===== src/rtl/pattern_scan_ctrl_pkg.sv =====
// pattern_scan_ctrl_pkg: shared state encoding, default widths and config check
package pattern_scan_ctrl_pkg;
  localparam int PAT_W_DEF = 8;
  localparam int CNT_W_DEF = 8;
  typedef enum logic [1:0] {IDLE, LOAD, SCAN, DONE} state_e;
  function automatic logic len_ok(input logic [3:0] len, input int w);
    return len != 4'd0 && int'(len) <= w;
  endfunction
endpackage


===== src/rtl/pattern_match_core.sv =====
// pattern_match_core: history shift register, fill counter, masked compare and registered match
module pattern_match_core #(
  parameter int PAT_W = 8
) (
  input  logic             clk,
  input  logic             rst,
  input  logic             clr_i,
  input  logic             en_i,
  input  logic             x_i,
  input  logic [PAT_W-1:0] pat_i,
  input  logic [3:0]       len_i,
  output logic             hit_o,
  output logic             match_o
);
  localparam int FW = $clog2(PAT_W + 1);
  logic [PAT_W-1:0] hist_q, hist_d, mask;
  logic [FW-1:0]    fill_q, fill_d;
  logic             match_q;
  assign hist_d  = {hist_q[PAT_W-2:0], x_i};
  assign fill_d  = (fill_q == FW'(PAT_W)) ? fill_q : fill_q + 1'b1;
  assign mask    = PAT_W'((32'd1 << len_i) - 32'd1);
  assign hit_o   = en_i && (int'(fill_d) >= int'(len_i)) && (((hist_d ^ pat_i) & mask) == '0);
  assign match_o = match_q;
  always_ff @(posedge clk) begin
    if (rst || clr_i) begin
      hist_q  <= '0;
      fill_q  <= '0;
      match_q <= 1'b0;
    end else begin
      match_q <= hit_o;
      if (en_i) begin
        hist_q <= hist_d;
        fill_q <= fill_d;
      end
    end
  end
endmodule


===== src/rtl/pattern_scan_ctrl.sv =====
// pattern_scan_ctrl: scan FSM, configuration latch and saturating hit counter
module pattern_scan_ctrl
  import pattern_scan_ctrl_pkg::*;
#(
  parameter int PAT_W = PAT_W_DEF,
  parameter int CNT_W = CNT_W_DEF
) (
  input  logic             clk,
  input  logic             rst,
  input  logic             start,
  input  logic [PAT_W-1:0] pat,
  input  logic [3:0]       pat_len,
  input  logic [CNT_W-1:0] max_hits,
  input  logic             x,
  input  logic             x_valid,
  input  logic             stop,
  output logic             busy,
  output logic             y,
  output logic [CNT_W-1:0] hit_cnt,
  output logic             done,
  output logic             err
);
  state_e           state_q, state_d;
  logic [PAT_W-1:0] pat_q;
  logic [3:0]       len_q;
  logic [CNT_W-1:0] max_q, hit_cnt_q, hit_cnt_d, cnt_inc;
  logic             err_q, err_d, hit, limit, cfg_ok;
  pattern_match_core #(.PAT_W(PAT_W)) u_core (
    .clk     (clk),
    .rst     (rst),
    .clr_i   (state_q == LOAD),
    .en_i    (state_q == SCAN && x_valid),
    .x_i     (x),
    .pat_i   (pat_q),
    .len_i   (len_q),
    .hit_o   (hit),
    .match_o (y)
  );
  assign cfg_ok  = len_ok(pat_len, PAT_W);
  assign cnt_inc = (hit_cnt_q == '1) ? hit_cnt_q : hit_cnt_q + 1'b1;
  assign limit   = hit && max_q != '0 && cnt_inc == max_q;
  assign busy    = state_q == LOAD || state_q == SCAN;
  assign done    = state_q == DONE;
  assign err     = err_q;
  assign hit_cnt = hit_cnt_q;
  always_comb begin
    state_d   = state_q;
    err_d     = state_q == IDLE && start && !cfg_ok;
    hit_cnt_d = (state_q == LOAD) ? '0 : hit ? cnt_inc : hit_cnt_q;
    case (state_q)
      IDLE:    state_d = (start && cfg_ok) ? LOAD : IDLE;
      LOAD:    state_d = SCAN;
      SCAN:    state_d = (stop || limit) ? DONE : SCAN;
      default: state_d = IDLE;
    endcase
  end
  always_ff @(posedge clk) begin
    if (rst) begin
      state_q   <= IDLE;
      pat_q     <= '0;
      len_q     <= '0;
      max_q     <= '0;
      hit_cnt_q <= '0;
      err_q     <= 1'b0;
    end else begin
      state_q   <= state_d;
      hit_cnt_q <= hit_cnt_d;
      err_q     <= err_d;
      if (state_q == IDLE && start && cfg_ok) begin
        pat_q <= pat;
        len_q <= pat_len;
        max_q <= max_hits;
      end
    end
  end
endmodule


===== config.mk =====
export PLATFORM = sky130hd
export DESIGN_NAME = pattern_scan_ctrl
export DESIGN_NICKNAME = d
export VERILOG_FILES = /design/src/rtl/pattern_scan_ctrl_pkg.sv /design/src/rtl/pattern_match_core.sv /design/src/rtl/pattern_scan_ctrl.sv
export SDC_FILE = /design/constraint.sdc
export NUM_CORES = 1
export LEC_CHECK = 0
export ABC_CLOCK_PERIOD_IN_PS = 3450
export CAP_MARGIN = 25
export CORE_UTILIZATION = 54
export DETAILED_ROUTE_END_ITERATION = 16
export PLACE_DENSITY = 0.8
export SETUP_SLACK_MARGIN = 0.02
export SLEW_MARGIN = 20
export SYNTH_ARGS = -nofsm -noshare
export SYNTH_HDL_FRONTEND = slang
export SYNTH_HIERARCHICAL = 1
export SYNTH_SLANG_ARGS = --single-unit

===== constraint.sdc =====
create_clock -name clk -period 3.45 [get_ports clk]
set_clock_uncertainty 0.1 [all_clocks]
set_input_delay 0.5175 -clock clk [delete_from_list [all_inputs] [get_ports clk]]
set_output_delay 0.5175 -clock clk [all_outputs]
set_load 0.02 [all_outputs]

==> impl_metrics.json, run 1 <==
{
  "syn_nets": 344,
  "synth-async-reset-ratio": 0,
  "synth_cells": 305,
  "antenna_found_initial": 0,
  "synth_area_sq_mm": 0.002490,
  "numCtsBuffers": 5,
  "synth_cell_types": 48,
  "cts.reportedPaths.clkPinSlew_ps": 90,
  "grt_pass1_vias": 2046,
  "final_nets": 373,
  "final.min_clock_period_ps": 3027,
  "wl_per_cell_microns": 13.87,
  "ant_nets": 0,
  "p_leak_uw": 0.001029,
  "synth_flop_cell": "dfxtp_1",
  "viasPerCell": 5.638,
  "htreeDepth": 2,
  "wl_microns": 5368,
  "slew_violations": 0,
  "drive_gt1_frac": 0.06866,
  "critPathLaunchType": "flip-flop",
  "finalCritPeriodShare": 0.8774,
  "drtIter0Drc": 206,
  "grt_max_degree": 26,
  "worstSetupPathType": "flip-flop to flip-flop",
  "status": "completed",
  "ctsRootBufferMaster": "clkbuf_8",
  "postCtsSetupRepairBufs": 0,
  "grt_overflow": 0,
  "io_buffers": 37,
  "rsz0062_at_grt": "false",
  "relSlewSlack": 0.4953,
  "num_rows": 24,
  "synth_area_leader_cell": "dfxtp_1",
  "core_sq_mm": 0.004384,
  "drt_pass1_iterations": 4,
  "peakVddDrop_uv": 241.2,
  "critical_path.max_fanout": 8,
  "hpwl_microns": 3903,
  "tns_ps": 0,
  "gp_congestion": 0.8789,
  "hold_path.class": "flip-flop to flip-flop",
  "vias": 2182,
  "setup_viol": 0,
  "synth.area.top_cells": "dfxtp_1 35%, nand2_1 8.3%, ha_1 6.5%",
  "place_area_sq_mm": 0.002831,
  "cp-end-kind": "flip-flop",
  "hold_buffers": 0,
  "synth_seq_area_share": 0.3457,
  "fmax_ghz": 0.3304,
  "numClockSinks": 43,
  "die_w_microns": 69.91,
  "syn_to_final_growth_pct": 17.44,
  "cts_tree": "yes",
  "cts_buffer_depth": 2,
  "grt_usage": 0.2376,
  "grt_pass1_wl_microns": 9384,
  "drv_cap": 0,
  "worstMarginPinSlew_ps": 755.0,
  "diodes": 0,
  "synth-edff-count": 0,
  "drc": 0,
  "powerDensity_mw_per_mm2": 361.9,
  "hold_viol_final": 0,
  "start_util": 0.5679,
  "post_cts_resized": 0,
  "worstPathArrival_ps": 3170,
  "dieArea_sq_mm": 0.004887,
  "worstSkewPairLatency_ps": 300,
  "avgSynthCellArea_sq_um": 8.164,
  "ys.warnings.count": 6,
  "fin_area_sq_mm": 0.002924,
  "die_h_microns": 69.91,
  "ys_seq_elements": 43,
  "worstPathRequired_ps": 3600,
  "io_pins": 38,
  "yosysTopAreaCellShare": 0.3457
}
[area by class of cell]
type	count	area, sq um
Clock inverter	3	23.77
Fill cell	377	1460
Timing Repair Buffer	39	385.4
Clock buffer	5	68.82
Multi-Input combinational cell	236	1486
Inverter	9	33.78
Tap cell	52	65.06
Sequential cell	43	860.8
[state kept, by name, summed over array words and instances, names as in the netlist]
| name | flops |
|---|---|
| err | 1 |
| hit_cnt | 8 |
| len_q | 4 |
| max_q | 8 |
| pat_q | 8 |
| state_q | 2 |
| u_core/fill_q | 4 |
| u_core/hist_q | 7 |
| u_core/match_o | 1 |
[report_power, final]
part | total, uW | switching (uW) | internal [uW] | leakage (uW)
registers | 541 | 25.5 | 515 | 0.000349
clock network | 334 | 190 | 145 | 0.0000408
logic | 183 | 94.5 | 88.5 | 0.000640
total | 1060 | 310 | 749 | 0.00103
[cell usage after synthesis (6+ instances only)]
| master | number |
|---|---|
| nand3_1 | 7 |
| nor3_1 | 9 |
| dfxtp_1 | 43 |
| mux2i_1 | 10 |
| buf_2 | 6 |
| nor2_1 | 24 |
| a21oi_1 | 30 |
| ha_1 | 13 |
| nand2_1 | 55 |
| xnor2_1 | 15 |
| inv_1 | 9 |
| o21ai_0 | 7 |
| xor2_1 | 10 |
[cells by family (layout without fill, tap and decap cells)]
logic type / Yosys count / count (layout) / synth area share
simple gates: 129 / 129 / 0.2583
compound gates: 59 / 59 / 0.1452
flops: 43 / 43 / 0.3457
buf+inv: 26 / 56 / 0.05728
xor+xnor: 25 / 25 / 0.08794
fa+ha+maj: 13 / 13 / 0.06533
mux: 10 / 10 / 0.04020
[path summary, 6_finish.rpt]
check,endpoint,from,depth (start not counted),slack [ps]
max,hit_cnt[5]$_SDFFE_PP0P_,u_core/fill_q[0]$_SDFFE_PP0P_,17,420
min,pat_q[0]$_SDFFE_PP0P_,pat_q[0]$_SDFFE_PP0P_,2,370
max reg2reg,hit_cnt[5]$_SDFFE_PP0P_,u_core/fill_q[0]$_SDFFE_PP0P_,17,420
min reg2reg,pat_q[0]$_SDFFE_PP0P_,pat_q[0]$_SDFFE_PP0P_,2,370
[per-stage QoR]
step | instances | hold slack (ps) | setup WS [ps] | util | total power (uW)
6_report | 387 | 373.5 | 422.9 | 0.6670 | 1058
5_1_grt | 387 | 402.4 | 124.8 | 0.6670 | 1113
4_1_cts | 387 | 377.0 | 419.8 | 0.6670 | 1070
3_5_place_dp | 379 | 363.7 | 441.7 | 0.6458 | 733.3
3_3_place_gp | 379 | 355.7 | 565.2 | 0.6458 | 727.9
2_1_floorplan | 305 | 333.0 | 736.2 | - | 670.1
[routing by layer]
| layer | global-route usage | wire (microns) |
|---|---|---|
| met5 | 0 | 0 |
| met2 | 0.3686 | 2373 |
| met1 | 0.3218 | 2652 |
| met4 | 0.1044 | 125 |
| met3 | 0.04473 | 217 |
[critical path, stage by stage (launching register included)]
cell and delay [ps]:
dfxtp_1 390, inv_1 110, ha_1 200, nand2_1 110, nor2_1 60, xnor2_1 130, ha_1 270, nand2b_1 90
a211oi_1 70, o21bai_1 150, nand4_1 140, nor2_1 410, nand2_1 90, nor2_1 160, and3_1 190, nand2_1 70
xor2_1 150, nor2_1 80
[placed cells by master, fill, tap and decap left out, types with 3 or more instances in the layout]
cell / instances
dfxtp_1: 43
and3_1: 5
nand4_1: 4
nand2_1: 55
and4_1: 3
o21ai_1: 3
nor2_1: 24
o21bai_1: 3
a211oi_1: 4
inv_1: 9
clkbuf_8: 5
ha_1: 13
nor3_1: 9
xor2_1: 10
nand3_1: 7
clkdlybuf4s50_1: 37
mux2i_1: 10
xnor2_1: 15
o21ai_0: 7
a21oi_1: 30
Note: power is estimated with default switching activity, not from simulation.
==> run 2, diff against run 1 <==
SKIP_CTS_REPAIR_TIMING = 1   (was default)
==> results of run 2 <==
No change in the layout: final DEF, timing and power equal those of run 1.
==> run 3, diff against run 2 <==
CTS_CLUSTER_DIAMETER = 120   (was default)
PLACE_DENSITY = default   (was 0.8)
PLACE_DENSITY_LB_ADDON = 0.1   (was default)
==> run 3 against run 2 <==
Compared with the run above:
- non-clock buffer count stayed put
- clock power is 16% higher
- maximum frequency is 1.7% higher
- critical endpoint unchanged
==> impl_metrics.json, run 3 (synthesis gave the netlist of run 1 again) <==
{
  "status": "completed",
  "drc": 0,
  "setup_ws_ps": 472.5,
  "fmax_ghz": 0.3359,
  "numClockSinks": 43,
  "grt_max_degree": 26,
  "cts_tree": "yes",
  "place_area_sq_mm": 0.002831,
  "gp_congestion": 0.8574,
  "hold_path.class": "flip-flop to flip-flop",
  "ctsRootBufferMaster": "clkbuf_8",
  "pre_cts_slack_ps": 427.1,
  "relSlewSlack": 0.4887,
  "drive_gt1_frac": 0.07164,
  "final_nets": 373,
  "worstPathRequired_ps": 3540,
  "cp-end-kind": "flip-flop",
  "htreeDepth": 2,
  "wl_per_cell_microns": 13.31,
  "stdcell_count": 387,
  "critical_path.max_fanout": 8,
  "numCtsBuffers": 5,
  "worstMarginPinSlew_ps": 764.9,
  "num_rows": 24,
  "ant_nets": 0,
  "diodes": 0,
  "worstPathArrival_ps": 3070,
  "die_h_microns": 69.91,
  "rsz0062_at_grt": "false",
  "syn_to_final_growth_pct": 18.34,
  "grt_pass1_vias": 1984,
  "grt_overflow": 0,
  "worstSetupPathType": "flip-flop to flip-flop",
  "cts.reportedPaths.clkPinSlew_ps": 80,
  "grt_usage": 0.2283,
  "worstSkewPairLatency_ps": 290,
  "viasPerCell": 5.545,
  "placedCellCount": 379,
  "io_pins": 38,
  "cts_buffer_depth": 2,
  "fill_cells": 381,
  "dieArea_sq_mm": 0.004887,
  "grt_pass1_wl_microns": 9039,
  "final.min_clock_period_ps": 2978,
  "mostFrequentLayoutCells": "55 x nand2_1, 43 x dfxtp_1, 37 x clkdlybuf4s50_1",
  "io_buffers": 37,
  "p_leak_uw": 0.001046,
  "peakVddDrop_uv": 334.2,
  "antenna_found_initial": 0,
  "slew_violations": 0,
  "final_common_cell": "nand2_1",
  "critPathLaunchType": "flip-flop",
  "vias": 2146,
  "die_w_microns": 69.91,
  "fin_area_sq_mm": 0.002947,
  "tns_ps": 0,
  "drtIter0Drc": 201,
  "wl_microns": 5150,
  "finalCritPeriodShare": 0.8630,
  "core_sq_mm": 0.004384,
  "drv_cap": 0,
  "hold_viol_final": 0,
  "powerDensity_mw_per_mm2": 377.0,
  "drt_pass1_iterations": 4,
  "hpwl_microns": 3740,
  "setup_viol": 0,
  "start_util": 0.5679
}
run 3: changes by cell type in the layout (fill, tap and decap cells not counted), sizes merged:
cell,before,now
clkinv,0,2
clkinvlp,2,0
bufinv,0,1
inv,10,9
run 3: power breakdown:
part | leakage (uW) | total (uW) | internal [uW] | switching, uW
Clock | 0.0000581 | 389 | 215 | 173
Sequential | 0.000349 | 541 | 515 | 25.5
Combinational | 0.000639 | 181 | 88.4 | 93.1
Total | 0.00105 | 1110 | 819 | 292
run 3: critical path, cell delays in order (launching register included):
cell,delay [ps]
dfxtp_1,390
inv_1,110
ha_1,210
nand2_1,110
nor2_1,60
xnor2_1,130
ha_1,270
nand2b_1,90
a211oi_1,60
o21bai_1,150
nand4_1,180
nor2_2,310
nand2_1,80
nor2_1,170
and3_1,200
nand2_1,70
xor2_1,130
nor2_1,50
run 3: path summary, 6_finish.rpt:
check                                                    from                       to  slack, ps  depth (start not counted)
worst max-delay path            u_core/fill_q[0]$_SDFFE_PP0P_  hit_cnt[5]$_SDFFE_PP0P_        470                         17
worst min-delay path                    pat_q[6]$_SDFFE_PP0P_    pat_q[6]$_SDFFE_PP0P_        380                          2
worst max register to register  u_core/fill_q[0]$_SDFFE_PP0P_  hit_cnt[5]$_SDFFE_PP0P_        470                         17
worst min register to register          pat_q[6]$_SDFFE_PP0P_    pat_q[6]$_SDFFE_PP0P_        380                          2
run 3: final cells by class:
type	instances	area [sq um]	area share
multi-input combinational	236	1489	0.5053
sequential	43	860.8	0.2921
timing repair buffer	39	385.4	0.1308
clock buffer	5	68.82	0.02335
tap	52	65.06	0.02208
clock inverter	3	43.79	0.01486
inverter	9	33.78	0.01146
run 3: metrics by stage:
stage	utilization	total power (uW)	hold WS (ps)
CTS	0.6715	1123	381.5
finish	0.6721	1111	375.1
global placement	0.6458	728.1	361.7
floorplan	-	670.1	333.0
global route	0.6721	1164	401.8
detailed placement	0.6458	732.2	370.3
run 3: metal layers:
| metal | GRT usage | part of all wire |
|---|---|---|
| met3 | 0.04618 | 0.058 |
| met4 | 0.08000 | 0.016 |
| met2 | 0.3323 | 0.42 |
| met5 | 0 | 0 |
| met1 | 0.3339 | 0.51 |
